### src/rtl/l2_msg_out_arb.sv
// l2_msg_out_arb: multi-channel buffered arbiter for L2 outbound coherence
// messages. Each producer channel feeds its own FIFO. A round-robin or
// fixed-priority arbiter merges the FIFO heads onto one valid/ready output.
// A grant is locked while the downstream stalls, so the presented message
// cannot change until it is accepted.
module l2_msg_out_arb #(
  parameter int NUM_CH    = 2,
  parameter int DEPTH     = 4,
  parameter int MSG_W     = 64,
  parameter int PRIO_MODE = 0,
  localparam int CH_W     = (NUM_CH > 1) ? $clog2(NUM_CH) : 1,
  localparam int CNT_W    = $clog2(DEPTH + 1)
) (
  input  logic                    clk,
  input  logic                    rst,
  input  logic [NUM_CH-1:0]       in_valid,
  output logic [NUM_CH-1:0]       in_ready,
  input  logic [NUM_CH*MSG_W-1:0] in_data,
  output logic                    out_valid,
  input  logic                    out_ready,
  output logic [MSG_W-1:0]        out_data,
  output logic [CH_W-1:0]         out_ch,
  output logic [NUM_CH*CNT_W-1:0] occupancy
);

  localparam int PTR_W = (DEPTH > 1) ? $clog2(DEPTH) : 1;

  logic [MSG_W-1:0] mem_r    [NUM_CH][DEPTH];
  logic [PTR_W-1:0] wr_ptr_r [NUM_CH];
  logic [PTR_W-1:0] rd_ptr_r [NUM_CH];
  logic [CNT_W-1:0] count_r  [NUM_CH];
  logic [CH_W-1:0]  rr_ptr_r;
  logic [CH_W-1:0]  locked_ch_r;
  logic [CH_W-1:0]  last_ch_r;
  logic             lock_r;

  logic [NUM_CH-1:0] req_s;
  logic [NUM_CH-1:0] push_s;
  logic [NUM_CH-1:0] pop_s;
  logic [CH_W-1:0]   gnt_s;
  logic              any_req_s;
  logic              found_s;
  int                idx_s;

  // Per-channel status: requests, back-pressure, handshakes and occupancy.
  always_comb begin
    req_s     = '0;
    push_s    = '0;
    pop_s     = '0;
    in_ready  = '0;
    occupancy = '0;
    for (int i = 0; i < NUM_CH; i++) begin
      req_s[i]    = (count_r[i] != CNT_W'(0));
      in_ready[i] = (count_r[i] != CNT_W'(DEPTH));
      push_s[i]   = in_valid[i] & in_ready[i];
      pop_s[i]    = out_valid & out_ready & (out_ch == CH_W'(i));
      occupancy[i*CNT_W +: CNT_W] = count_r[i];
    end
  end

  // Grant selection from registered state; a held lock overrides arbitration.
  always_comb begin
    gnt_s   = '0;
    found_s = 1'b0;
    idx_s   = 0;
    if (PRIO_MODE == 1) begin
      for (int k = NUM_CH - 1; k >= 0; k--) begin
        gnt_s = req_s[k] ? CH_W'(k) : gnt_s;
      end
    end else begin
      for (int k = 0; k < NUM_CH; k++) begin
        idx_s = int'(rr_ptr_r) + k;
        idx_s = (idx_s >= NUM_CH) ? (idx_s - NUM_CH) : idx_s;
        gnt_s   = (req_s[idx_s] && !found_s) ? CH_W'(idx_s) : gnt_s;
        found_s = found_s | req_s[idx_s];
      end
    end
    any_req_s = |req_s;
    out_valid = lock_r | any_req_s;
    if (lock_r) begin
      out_ch = locked_ch_r;
    end else if (any_req_s) begin
      out_ch = gnt_s;
    end else begin
      out_ch = last_ch_r;
    end
    out_data = out_valid ? mem_r[out_ch][rd_ptr_r[out_ch]] : '0;
  end

  // FIFO pointers and entry counts; pointers wrap at DEPTH-1 for any DEPTH.
  always_ff @(posedge clk or negedge rst) begin
    if (!rst) begin
      for (int i = 0; i < NUM_CH; i++) begin
        wr_ptr_r[i] <= '0;
        rd_ptr_r[i] <= '0;
        count_r[i]  <= '0;
      end
    end else begin
      for (int i = 0; i < NUM_CH; i++) begin
        if (push_s[i]) begin
          wr_ptr_r[i] <= (wr_ptr_r[i] == PTR_W'(DEPTH - 1)) ? PTR_W'(0) : wr_ptr_r[i] + PTR_W'(1);
        end
        if (pop_s[i]) begin
          rd_ptr_r[i] <= (rd_ptr_r[i] == PTR_W'(DEPTH - 1)) ? PTR_W'(0) : rd_ptr_r[i] + PTR_W'(1);
        end
        case ({push_s[i], pop_s[i]})
          2'b10:   count_r[i] <= count_r[i] + CNT_W'(1);
          2'b01:   count_r[i] <= count_r[i] - CNT_W'(1);
          default: count_r[i] <= count_r[i];
        endcase
      end
    end
  end

  // Message storage; contents need no reset since counts gate visibility.
  always_ff @(posedge clk) begin
    for (int i = 0; i < NUM_CH; i++) begin
      if (push_s[i]) begin
        mem_r[i][wr_ptr_r[i]] <= in_data[i*MSG_W +: MSG_W];
      end
    end
  end

  // Arbiter state: grant lock under back-pressure, last grant, rr pointer.
  always_ff @(posedge clk or negedge rst) begin
    if (!rst) begin
      lock_r      <= 1'b0;
      locked_ch_r <= '0;
      last_ch_r   <= '0;
      rr_ptr_r    <= '0;
    end else begin
      lock_r      <= out_valid & ~out_ready;
      locked_ch_r <= out_ch;
      last_ch_r   <= out_ch;
      if ((PRIO_MODE == 0) && out_valid && out_ready) begin
        rr_ptr_r <= (out_ch == CH_W'(NUM_CH - 1)) ? CH_W'(0) : out_ch + CH_W'(1);
      end
    end
  end

endmodule

### config.mk
export PLATFORM = sky130hd
export DESIGN_NAME = l2_msg_out_arb
export DESIGN_NICKNAME = d
export VERILOG_FILES = /design/src/rtl/l2_msg_out_arb.sv
export SDC_FILE = /design/constraint.sdc
export NUM_CORES = 1
export LEC_CHECK = 0
export CAP_MARGIN = 20
export CORE_MARGIN = 2
export CORE_UTILIZATION = 59
export CTS_BUF_LIST = sky130_fd_sc_hd__clkbuf_2 sky130_fd_sc_hd__clkbuf_4 sky130_fd_sc_hd__clkbuf_8
export CTS_CLUSTER_DIAMETER = 150
export DETAILED_ROUTE_END_ITERATION = 16
export DONT_BUFFER_PORTS = 1
export PLACE_DENSITY = 0.78
export RECOVER_POWER = 50
export SETUP_SLACK_MARGIN = 0.3
export SYNTH_ARGS = -nofsm -noshare
export SYNTH_HDL_FRONTEND = slang
export SYNTH_SLANG_ARGS = --single-unit
### constraint.sdc
create_clock -name clk -period 2.75 [get_ports clk]
set_clock_uncertainty 0.05 [all_clocks]
set_input_delay 0.55 -clock clk [delete_from_list [all_inputs] [get_ports clk]]
set_output_delay 0.55 -clock clk [all_outputs]
set_load 0.03 [all_outputs]
# [Yosys cells after proc, flatten, opt, wreduce, memory -nomap -nowiden]
# Memory sizes are Yosys's and may differ from the RTL's.
# Index checks and enable logic that the tools add are counted.
[word_totals] regBits=17 mem_bits_rw=512 output_inout_bits=74 wordCells=99 memories=1
[op_classes] add_sub_neg=12 n_lt_le_gt_ge=10 n_eq_ne=10 n_mux=34 bitwise_logic=13 n_reduce_logical=10
[memory_table] name="mem_r" words=2 width=256 read_ports=1 rd_ports_with_merged_regs=0 wr=2 line_no="28" source="logic [MSG_W-1:0] mem_r [NUM_CH][DEPTH];"
[op_table] cell="256-bit 2-to-1 mux" n=2
[op_table] cell="64-bit 2-to-1 mux" n=5
[op_table] cell="64-bit demux with 2-bit select" n=2
[op_table] cell="64-bit binary-select mux with 2-bit select" n=1
[op_table] cell="32-bit by 3-bit less-than comparator with 1-bit output (second input constant)" n=2
[op_table] cell="32-bit 2-to-1 mux" n=2
[op_table] cell="2-bit 2-to-1 mux" n=7
[op_table] cell="1-bit 2-to-1 mux" n=13
[op_table] cell="2-bit equality test (second input constant)" n=6
[op_table] cell="3-bit one-hot mux with 2 select lines" n=2
[op_table] cell="3-bit greater-or-equal comparator (second input constant)" n=3
[op_table] cell="2-bit NOT with 3-bit output" n=3
[op_table] cell="2-bit by 1-bit adder with 2-bit output (second input constant)" n=4
[op_table] cell="3-bit by 1-bit adder with 3-bit output (second input constant)" n=2
[op_table] cell="1-bit bitwise AND" n=6
[op_table] cell="3-bit by 1-bit less-than comparator with 1-bit output (second input constant)" n=2
[op_table] cell="3-bit != test (second input constant)" n=2
[op_table] cell="3-bit nonzero test" n=2
[op_table] cell="3-bit by 1-bit subtractor with 3-bit output (second input constant)" n=2
[op_table] cell="2-bit by 1-bit equality test with 1-bit output (second input constant)" n=2
[op_table] cell="2-bit greater-or-equal comparator (second input constant)" n=2
[op_table] cell="1-bit logical AND" n=4
[op_table] cell="2-bit nonzero test" n=2
[op_table] cell="1-bit by 2-bit subtractor with 3-bit output (second input constant)" n=1
[op_table] cell="9 further kinds" n=10

# [Logic depth before layout (Yosys ltp)]
# Gate-level depths: netlist of the first run.
[logic_depth] depth_word=19 mapped_depth=11

# [Worst setup path before layout of the first run]
# No wires, ideal clock.
[synth_timing] path_type="reg2reg" start="register count_r, in the netlist occupancy[0]" end="memory mem_r[0][100] in the netlist's numbering (enable)" setup_time_ns=0.429 t_arrival_ns=2.682 required_ns=2.271 path_slack_ns=-0.411 path_stages_with_launch=4 synth_period_minus_slack_ns=3.161 path_cell_list="dfrtp_1 > inv_1 > nand3_1 > and3_1"
[synth_rtl] element="start, declared" line_no="31" source="logic [CNT_W-1:0] count_r [NUM_CH];"
[synth_rtl] element="start signal, assigned by index" line_no="107" source="2'b10: count_r[i] <= count_r[i] + CNT_W'(1);"
[synth_rtl] element="start signal, assigned by index" line_no="108" source="2'b01: count_r[i] <= count_r[i] - CNT_W'(1);"
[synth_rtl] element="start signal, assigned by index" line_no="109" source="default: count_r[i] <= count_r[i];"
[synth_rtl] element="end, declared" line_no="28"

# [Worst setup path after layout of the first run]
[layout_timing] start="register count_r, in the netlist occupancy[2]" end="output out_data[49]"
[layout_between] elab_chain_len=18 elab_cells_between_ends=25
[layout_lines] element="3-bit nonzero test (*)" line_no="53" source="req_s[i] = (count_r[i] != CNT_W'(0));"
[layout_lines] element="1-bit 2-to-1 mux (not written as such) (3 in series)" line_no="74, 75"
[layout_lines] element="1-bit zero test" line_no="74" source="gnt_s = (req_s[idx_s] && !found_s) ? CH_W'(idx_s) : gnt_s;"
[layout_lines] element="1-bit logical AND" line_no="74"
[layout_lines] element="1-bit 2-to-1 mux" line_no="74"
[layout_lines] element="1-bit 2-to-1 mux" line_no="82" source="end else if (any_req_s) begin"
[layout_lines] element="1-bit 2-to-1 mux" line_no="80" source="if (lock_r) begin"
[layout_lines] element="1-bit NOT with 2-bit output (not written as such)" line_no="87" source="out_data = out_valid ? mem_r[out_ch][rd_ptr_r[out_ch]] : '0;"
[layout_lines] element="2-bit 2-to-1 mux (not written as such) (3 in series)" line_no="87"
[layout_lines] element="2-bit NOT with 3-bit output (not written as such)" line_no="87"
[layout_lines] element="64-bit binary-select mux with 2-bit select" line_no="87"
[layout_lines] element="64-bit 2-to-1 mux (not written as such) (2 in series)" line_no="87"
[layout_lines] element="64-bit 2-to-1 mux (*)" line_no="87"
[layout_lines] element="end, declared" line_no="21" source="output logic [MSG_W-1:0] out_data,"
# Mark *: on every way between the ends. The rest lies on a longest branch, timed or not. The select of a mux whose other input is x is not followed.

==> summary.txt, run 1 <==
Routing
  – Total wire length: 55.11 mm
  – DR pass1 iterations: 5
  – Via density: 6.330
  – DRC: 0
  – Via count: 11500
  – Routed len/inst: 30.34 µm
  – Initial drt markers: 1090
  – Final ANT Viol Nets: 0

Critical path
  – Crit. End Element: primary output
  – Critical path class: register to primary output
  – Crit path max fanout: 8
  – Critical Path RT: 2.15 ns
  – Crit start category: register
  – CP arrival: 2.59 ns

Clock network
  – CTS tree: done
  – Clk Latency, worst-skew pair: 0.63 ns
  – CTS max path bufs: 3
  – Clk slew on worst S/H paths: 0.06 ns
  – Clk sinks: 529
  – Root buffer selected by CTS: clkbuf_8
  – TritonCTS buffer count: 82
  – H-Tree Depth: 3

Cells and area
  – Filler cell count: 1627
  – Seq. cell area: 15820 µm²
  – P&R area growth vs syn: 31.48%
  – Layout Utilization: 78.59%
  – Nets: 1444
  – Design area: 27080 µm²
  – Area occupied by multi-input gates: 5353 µm²
  – Layout cells sized above 1: 42.23%

Floorplanning
  – Floorplan core area: 34460 µm²
  – Io pins: 207
  – Standard-cell rows: 68
  – Die Area: 36420 µm²
  – Die Y: 190.8 µm
  – Initial Util: 59.77%
  – Die span in x: 190.8 µm

Synth
  – Synth top area share: 74.65%
  – Post-synth top area cell: edfxtp_1
  – Synth Cell Area: 20600 µm²
  – Register area share after synthesis: 76.71%
  – Synth cell types: 34
  – Count leader, synth: edfxtp_1
  – Synth warn: 0
  – Post-synth top cells: 512 x edfxtp_1, 128 x mux4_2, 66 x nand3_1, 65 x a21oi_1, 52 x o21ai_0
  – Number of synthesized flops with an enable pin: 512
  – Most frequently used flop master after synthesis: edfxtp_1
  – Synth async-reset ratio: 3.214%
  – Mapped Cells: 989
  – Post-Syn Nets: 1136
  – Yosys reg bits: 529
  – Top cells by area, synth: edfxtp_1 75%, mux4_2 14%, dfrtp_1 2.1%
  – Syn Area/Cell: 20.83 µm²

Pwr
  – Sequential Power Share: 34.5%
  – Switching pwr: 12130 µW
  – PD cells: 1209 nW/µm²
  – Worst VDD drop: 1.173 mV
  – Sw Share: 37.04%
  – Overall Power: 32740 µW
  – Internal power: 20610 µW
  – Leakage power: 0.009019 µW
  – Clock power share: 18.8%
  – Logic pwr share: 46.6%

Status
  – Status: finished with violations
  – Failing checks: negative setup slack

Timing
  – Final Slew Violations: 0
  – Period utilization: 115.9%
  – Final Critical Period: 3.188 ns
  – Highest Clock Rate: 313.7 MHz
  – Finish-stage setup viols: 67
  – Setup WS post-layout: -0.4381 ns
  – Unrepaired setup endpoints after global routing: yes
  – Least-Margin Pin Slew: 0.8031 ns
  – Fin Setup TNS: -22.40 ns
  – Worst slew margin: 46.28%
  – Final hold violations: 0

Placement
  – PortBufs: 0
  – GP Congestion: 0.7710
  – DP HPWL: 27.94 mm
  – Area after DPL: 22390 µm²

Hold path
  – Worst min path class: input port to register

Job
  – Max-cap viol count: 0

Global route
  – Largest net degree at the start of global routing: 43
  – First-pass GRT wire length: 77.00 mm
  – Initial antenna violation count: 5
  – Number of global-route vias before repair: 12230
  – Total GRT Usage: 29.59%
  – Total gr overflow: 0
[registers in the layout, summed over array words and instances (netlist names)]
name,flops
rr_ptr_r,1
wr_ptr_r,4
mem_r,512
occupancy,6
lock_r,1
rd_ptr_r,4
last_ch_r,1
[critical path, cell delays in order (launching register included)]
cell	delay (ns)
dfrtp_2	0.42
or3_4	0.43
a21boi_4	0.19
buf_12	0.19
bufbuf_16	0.29
o21ai_1	0.09
a21oi_2	0.18
buf_6	0.16
[layer usage]
| layer | track usage, % | share of wire, % |
|---|---|---|
| met5 | 0 | 0.020 |
| met3 | 7.140 | 9.1 |
| met2 | 50.07 | 52 |
| met1 | 37.64 | 36 |
| met4 | 10.82 | 3.3 |
[cell type report]
type / count / share of cell area, %
Antenna cell: 4 / 0.03696
Clock buffer: 109 / 4.939
Clock inverter: 35 / 0.6145
Inverter: 16 / 0.2680
Multi-Input combinational cell: 382 / 19.77
Sequential cell: 529 / 58.41
Tap cell: 455 / 2.102
Timing Repair Buffer: 286 / 13.86
[power by group through the flow]
| stage | registers [µW] | logic, µW | clock network, µW |
|---|---|---|---|
| after floorplan | 11200 | 8040 | 0 |
| after global placement | 11400 | 11500 | 0 |
| after detailed placement | 11500 | 11600 | 0 |
| after CTS | 11200 | 14200 | 6150 |
| after global routing | 11400 | 15900 | 6570 |
| final | 11300 | 15300 | 6170 |
[worst paths after layout]
| kind | start | to | slack (ns) | depth (start not counted) |
|---|---|---|---|---|
| worst max register to register | occupancy[0] | occupancy[5] | -0.23 | 14 |
| min in group asynchronous | rst | rd_ptr_r[1] | 0.40 | 1 |
| worst min register to register | wr_ptr_r[3] | wr_ptr_r[3] | 0.53 | 1 |
| worst min-delay path | in_valid[1] | mem_r[1][74] | 0.25 | 1 |
| worst max-delay path | occupancy[2] | out_data[49] | -0.44 | 7 |
| max in group asynchronous | rst | rd_ptr_r[2] | 1.66 | 1 |
[cell families after synthesis]
group / synth area share (%)
flops: 76.71
xor+xnor: 0.2551
fa+ha+maj: 0.9234
mux: 14.53
buf+inv: 1.798
compound gates: 3.438
simple gates: 2.339
[per-stage QoR]
stage / std cells / hold WS (ns) / setup slack [ns]
floorplan: 989 / 0.2044 / 0.3138
global route: 1816 / 0.2162 / -0.4917
detailed placement: 1477 / 0.2047 / 0.1933
CTS: 1796 / 0.1813 / -0.3809
finish: 1816 / 0.2464 / -0.4381
global placement: 1477 / 0.2048 / 0.2581
[what timing repair did]
| item | 4_1_cts | 5_1_grt |
|---|---|---|
| hold buffers | 130 | 0 |
| gates resized for setup | 173 | 79 |
| pin swaps | 30 | 55 |
| setup buffers | 31 | 8 |
| gates cloned | 14 | 8 |
| endpoints found under the setup margin | 70 | 73 |
| hold endpoints to repair | 531 | 0 |
[layout by cell type, fill, tap and decap left out, drive strengths merged, types with 5 or more instances in the layout]
master	Yosys	layout
edfxtp	512	512
buf	34	146
dlygate4sd3	0	130
mux4	128	128
clkbuf	28	117
nand3	66	66
a21oi	65	65
o21ai	65	65
clkinv	0	28
inv	16	18
dfrtp	17	17
ha	12	12
and3	8	8
nor2	8	8
mux2	8	8
clkinvlp	0	5
(Power assumes the default switching activity.)
==> inputs of run 2 (changes only) <==
--- a/config.mk
+++ b/config.mk
@@ -7,12 +7,12 @@
 export LEC_CHECK = 0
 export CAP_MARGIN = 20
 export CORE_MARGIN = 2
-export CORE_UTILIZATION = 59
+export CORE_UTILIZATION = 66
 export CTS_BUF_LIST = sky130_fd_sc_hd__clkbuf_2 sky130_fd_sc_hd__clkbuf_4 sky130_fd_sc_hd__clkbuf_8
 export CTS_CLUSTER_DIAMETER = 150
 export DETAILED_ROUTE_END_ITERATION = 16
 export DONT_BUFFER_PORTS = 1
-export PLACE_DENSITY = 0.78
+export PLACE_DENSITY = 0.82
 export RECOVER_POWER = 50
 export SETUP_SLACK_MARGIN = 0.3
 export SYNTH_ARGS = -nofsm -noshare
==> constraint.sdc (replaced) <==
create_clock -name clk -period 2.94 [get_ports clk]
set_clock_uncertainty 0.05 [all_clocks]
set_input_delay 0.588 -clock clk [delete_from_list [all_inputs] [get_ports clk]]
set_output_delay 0.588 -clock clk [all_outputs]
set_load 0.03 [all_outputs]
==> run 2 against run 1 <==
Net effect:
- the flow still finishes with violations (negative setup slack)
- final area shrank 6.3%
- worst hold slack lost 0.22 ns
- register-to-register slack gained 0.32 ns
- wire length shrank 2.3%
- critical path depth shrank 1
- first-iteration DRC count grew 16%
- highest routed layer is now met4
- cell count shrank 9.9%
- critical endpoint is now out_data[58]
- largest power group unchanged
- utilization grew 4.2 points
- non-clock buffer count shrank 117
- sequential power shrank 6%
==> summary.txt, run 2 (synthesized netlist as in run 1, its figures left out) <==
Critical path
  – Worst setup startpoint: occupancy[4]
  – CP arrival: 2.56 ns
  – Reg2Reg Setup Slack: 0.09 ns
  – Crit start category: register
  – Crit. End Element: primary output
  – Critical path class: register to primary output
  – Critical Path RT: 2.30 ns
  – R2r startpoint: occupancy[2]
  – Worst Reg-to-Reg Cells: 14
  – R2R Path End: occupancy[5]
  – Crit path max fanout: 10

Cells and area
  – # diodes: 0
  – Most common cell after layout, fill and taps aside: edfxtp_1
  – Nets: 1325
  – Number of flip-flops under the largest register name: 512
  – P&R area growth vs syn: 23.25%
  – Layout cells sized above 1: 45.85%
  – Most frequent cells in the layout: 512 x edfxtp_1, 128 x mux4_2, 84 x clkbuf_8, 70 x buf_6, 54 x a21oi_2
  – Design area: 25380 µm²

Floorplanning
  – Initial Util: 67.15%
  – Standard-cell rows: 64
  – Die Y: 180.7 µm
  – Io pins: 207
  – Die Area: 32630 µm²
  – Floorplan core area: 30670 µm²
  – Die span in x: 180.7 µm

Job
  – Max-cap viol count: 0

Global route
  – First-pass GRT wire length: 73.51 mm
  – Global routing's busiest layer: met2
  – Largest net degree at the start of global routing: 65
  – Number of global-route vias before repair: 11570
  – Routing usage on met3: 10.59%
  – Total gr overflow: 0
  – Total GRT Usage: 31.30%
  – Grt met2 use: 49.90%
  – Routing usage on met1: 40.55%
  – Initial antenna violation count: 0

Placement
  – PortBufs: 0
  – Area after DPL: 21920 µm²
  – DP HPWL: 26.28 mm
  – GP Congestion: 0.7797
  – DP Worst Slack: 0.3402 ns

Timing
  – Min Hold Slack: 0.02569 ns
  – Final Slew Violations: 0
  – Period utilization: 108.9%
  – Fin Setup TNS: -8.834 ns
  – Finish-stage setup viols: 65
  – Setup WS post-layout: -0.2609 ns
  – Unrepaired setup endpoints after global routing: yes
  – Worst slew margin: 35.19%
  – Final Critical Period: 3.201 ns
  – Least-Margin Pin Slew: 0.9689 ns
  – Highest Clock Rate: 312.4 MHz
  – Final hold violations: 0

Routing
  – Initial drt markers: 1263
  – Via density: 6.954
  – Final ANT Viol Nets: 0
  – Via count: 11380
  – DR pass1 iterations: 6
  – DRC: 0
  – Total wire length: 53.86 mm
  – Routed len/inst: 32.90 µm

Hold path
  – Hold wc startpoint: in_data[8]
  – Hold Path Stages: 0
  – Worst min path class: input port to register
  – Hold Path End: mem_r[0][200]

Pwr
  – Leakage power: 0.008469 µW
  – Worst VDD drop: 0.8833 mV
  – PD cells: 1192 nW/µm²

Clock network
  – H-Tree Depth: 3
  – Clk slew on worst S/H paths: 0.07 ns
  – CTS max path bufs: 3
  – TritonCTS buffer count: 80
  – Clk sinks: 529
  – CTS tree: done
  – Root buffer selected by CTS: clkbuf_8
  – Clk Latency, worst-skew pair: 0.60 ns

Status
  – Status: finished with violations
  – Failing checks: negative setup slack
## run 2: changes by cell type in the layout (fill, tap and decap cells not counted), sizes merged
cell         before  now
dlygate4sd3     130    1
clkbuf          117  124
bufinv            0    1
clkinv           28   25
inv              18   20
clkinvlp          5    1
buf             146  156
diode             4    0
## run 2: how the worst max path moves through the flow
| stage | end | slack [ns] | depth (start not counted) |
|---|---|---|---|
| 2_1_floorplan | out_data[10] | 0.30 | 5 |
| 3_3_place_gp | out_data[1] | 0.39 | 7 |
| 3_5_place_dp | out_data[37] | 0.34 | 6 |
| 4_1_cts | out_data[52] | -0.12 | 8 |
| 5_1_grt | out_data[19] | -0.31 | 8 |
| 6_report | out_data[58] | -0.26 | 6 |
## run 2: metrics by stage
step / power (µW) / instances / utilization [%]
after global routing: 31180 / 1637 / 82.77
after CTS: 28570 / 1619 / 80.14
after global placement: 20830 / 1434 / 71.47
after floorplan: 17480 / 989 / -
after detailed placement: 21080 / 1434 / 71.47
final: 30250 / 1637 / 82.77
## run 2: repair_timing
item,CTS,global route
pin swaps,30,37
hold buffers,1,0
gates cloned,13,8
resized for setup,146,135
setup endpoints to repair,66,70
endpoints found under the hold margin,17,0
setup buffers,26,10
## run 2: final cells by class
| cell class | instances | area, µm² |
|---|---|---|
| clock inverter | 31 | 182.7 |
| clock buffer | 114 | 1375 |
| fill | 1248 | 5285 |
| sequential | 529 | 15820 |
| multi-input combinational | 382 | 5154 |
| inverter | 16 | 65.06 |
| timing repair buffer | 169 | 2296 |
| tap | 396 | 495.5 |
## run 2: power breakdown
part	total, µW	switching [µW]	internal (µW)
clock	5920	2800	3120
combinational	13700	7680	6050
sequential	10600	599	10000
total	30200	11100	19200
## run 2: critical path, cell delays in order, from the launching register on
cell and delay (ns):
dfrtp_1 0.41, or3_4 0.42, o211a_4 0.25, buf_4 0.23, o21ai_1 0.36, a21oi_4 0.12
buf_6 0.16
## run 2: layer usage
layer	vias up	part of all wire [%]
met5	-	0
met4	0	4.0
met3	148	12
met2	868	51
met1	5862	33
li1	4505	-
==> inputs of run 3 (changes only) <==
--- a/config.mk
+++ b/config.mk
@@ -12,7 +12,7 @@
 export CTS_CLUSTER_DIAMETER = 150
 export DETAILED_ROUTE_END_ITERATION = 16
 export DONT_BUFFER_PORTS = 1
-export PLACE_DENSITY = 0.82
+export PLACE_DENSITY = 0.86
 export RECOVER_POWER = 50
 export SETUP_SLACK_MARGIN = 0.3
 export SYNTH_ARGS = -nofsm -noshare
==> run 3 against run 2 <==
Net effect:
- the run still ends with negative setup slack left
- setup slack better by 0.0041 ns
- cell count is 1.8% higher
- count of clock-buffer cells in the layout is 4 lower
- total power is 2.3% higher
- non-clock buffer count is 29 higher
- register-to-register slack hardly changed
- critical endpoint is now out_data[16]
- clock power is 5.1% higher
==> summary.txt, run 3 (synthesized netlist as in run 1, its figures left out) <==
Status
  – Status: finished with violations
  – Failing checks: negative setup slack

Pwr
  – PD cells: 1199 nW/µm²
  – Logic pwr share: 45.4%
  – Sequential Power Share: 34.5%
  – Clock power share: 20.1%
  – Sw Share: 37.37%
  – Switching pwr: 11570 µW
  – Internal power: 19390 µW
  – Worst VDD drop: 1.031 mV
  – Leakage power: 0.008669 µW
  – Overall Power: 30950 µW

Critical path
  – CP arrival: 2.56 ns
  – Reg2Reg Setup Slack: 0.09 ns
  – Critical Path RT: 2.30 ns
  – R2r startpoint: occupancy[1]
  – CP max stage delay: 0.43 ns
  – Crit path max fanout: 21
  – R2R Path End: occupancy[5]
  – Critical path class: register to primary output
  – Crit-path cells: buf_6 -> nor3_4 -> o211a_4 -> buf_6 -> o21ai_0 -> a21oi_2 -> buf_6
  – Crit. End Element: primary output
  – Crit-path slowest cell: dfrtp_1
  – CP most frequent cell: buf_6
  – Worst Reg-to-Reg Cells: 12
  – Crit start category: register

Routing
  – Via density: 7.073
  – DR pass1 iterations: 7
  – Initial drt markers: 1583
  – DRC: 0
  – Total wire length: 58.56 mm
  – Routed len/inst: 35.13 µm
  – Final ANT Viol Nets: 0
  – Via count: 11790

Timing
  – Unrepaired setup endpoints after global routing: yes
  – Final Slew Violations: 0
  – Least-Margin Pin Slew: 0.9270 ns
  – Highest Clock Rate: 312.8 MHz
  – Final hold violations: 0
  – Period utilization: 108.7%
  – Worst slew margin: 37.99%
  – Min Hold Slack: 0.007847 ns
  – Setup WS post-layout: -0.2568 ns
  – Finish-stage setup viols: 65
  – Final Critical Period: 3.197 ns

Global route
  – First-pass GRT wire length: 79.29 mm
  – Total GRT Usage: 33.80%
  – Initial antenna violation count: 0
  – Largest net degree at the start of global routing: 35
  – Total gr overflow: 0
  – Number of global-route vias before repair: 12080

Floorplanning
  – Standard-cell rows: 64
  – Die Area: 32630 µm²
  – Die span in x: 180.7 µm
  – Floorplan core area: 30670 µm²
  – Io pins: 207
  – Die Y: 180.7 µm
  – Initial Util: 67.15%

Cells and area
  – Nets: 1354
  – P&R area growth vs syn: 25.30%
  – Filler cell count: 1181
  – Number of flip-flops under the largest register name: 512
  – # diodes: 0
  – Most common cell after layout, fill and taps aside: edfxtp_1
  – Layout cells sized above 1: 43.43%
  – Most frequent cells in the layout: 512 x edfxtp_1, 128 x mux4_2, 86 x clkbuf_8, 51 x buf_6, 50 x buf_4

Hold path
  – Hold Path Stages: 0
  – Worst min path class: input port to register
  – Hold wc startpoint: in_data[82]
  – Hold Path End: mem_r[1][146]

Clock network
  – CTS tree: done
  – TritonCTS buffer count: 80
  – H-Tree Depth: 3
  – Clk Latency, worst-skew pair: 0.61 ns
  – CTS max path bufs: 3
  – Clk slew on worst S/H paths: 0.07 ns
  – Root buffer selected by CTS: clkbuf_8
  – Clk sinks: 529

Placement
  – GP Congestion: 0.7716
  – DP HPWL: 27.25 mm
  – PortBufs: 0

Job
  – Max-cap viol count: 0
-- run 3: cell types whose count changed in the layout (fill, tap and decap cells not counted), sizes merged --
cell / previous run / this run
clkinv: 25 / 28
clkbuf: 124 / 119
buf: 156 / 148
dlygate4sd3: 1 / 39
bufinv: 1 / 3
-- run 3: layout make-up --
class                      count  area [µm²]  area share, %
multi-input combinational    382        5161          20.00
clock inverter                36       251.5         0.9745
tap                          396       495.5          1.920
clock buffer                 110        1364          5.285
sequential                   529       15820          61.28
timing repair buffer         198        2658          10.30
inverter                      16       62.56         0.2424
-- run 3: how the worst max path moves through the flow --
stage / depth (start not counted) / startpoint / slack, ns / end
4_1_cts: 10 / occupancy[1] / -0.11 / out_data[13]
2_1_floorplan: 5 / occupancy[2] / 0.30 / out_data[10]
5_1_grt: 10 / occupancy[2] / -0.29 / out_data[14]
6_report: 7 / occupancy[1] / -0.26 / out_data[16]
3_3_place_gp: 6 / occupancy[4] / 0.38 / out_data[33]
3_5_place_dp: 6 / occupancy[4] / 0.30 / out_data[42]
-- run 3: through the flow --
step | cells | instance area [µm²] | util (%) | setup slack (ns) | TNS (ns)
floorplan | 989 | 20640 | - | 0.3023 | 0
global route | 1667 | 25810 | 84.15 | -0.2882 | -13.55
CTS | 1639 | 25120 | 81.92 | -0.1075 | -4.919
finish | 1667 | 25810 | 84.15 | -0.2568 | -10.50
global placement | 1423 | 21920 | 71.46 | 0.3841 | 0
detailed placement | 1423 | 21920 | 71.46 | 0.2967 | 0
-- run 3: critical path: cells and delay by family, from the launching register on --
family	cells	cell delay, ns
AO/OA/AOI/OAI	3	0.68
buffers and inverters	3	0.54
flip-flops	1	0.43
AND/OR/NAND/NOR	1	0.28
-- run 3: layer usage --
layer / GRT usage [%] / up-vias / wire [µm]
li1: - / 4556 / -
met1: 43.45 / 5999 / 19030
met2: 55.21 / 1027 / 29260
met3: 10.25 / 209 / 7602
met4: 12.94 / 0 / 2667
met5: 0 / - / 0
-- run 3: repair_timing --
action                                  CTS  global route
setup buffers                            25            10
hold buffers                             29            10
pin swaps                                41            40
endpoints found under the hold margin   105            18
cloned                                   16             8
gates resized for setup                 167            88
endpoints found under the setup margin   67            70
-- run 3: power by group through the flow --
| stage | registers [µW] | logic, µW | clock network [µW] |
|---|---|---|---|
| final | 10700 | 14100 | 6220 |
| after global routing | 10700 | 14500 | 6520 |
| after CTS | 10600 | 12700 | 6070 |
| after detailed placement | 10800 | 10300 | 0 |
| after global placement | 10600 | 10100 | 0 |
| after floorplan | 10500 | 7000 | 0 |
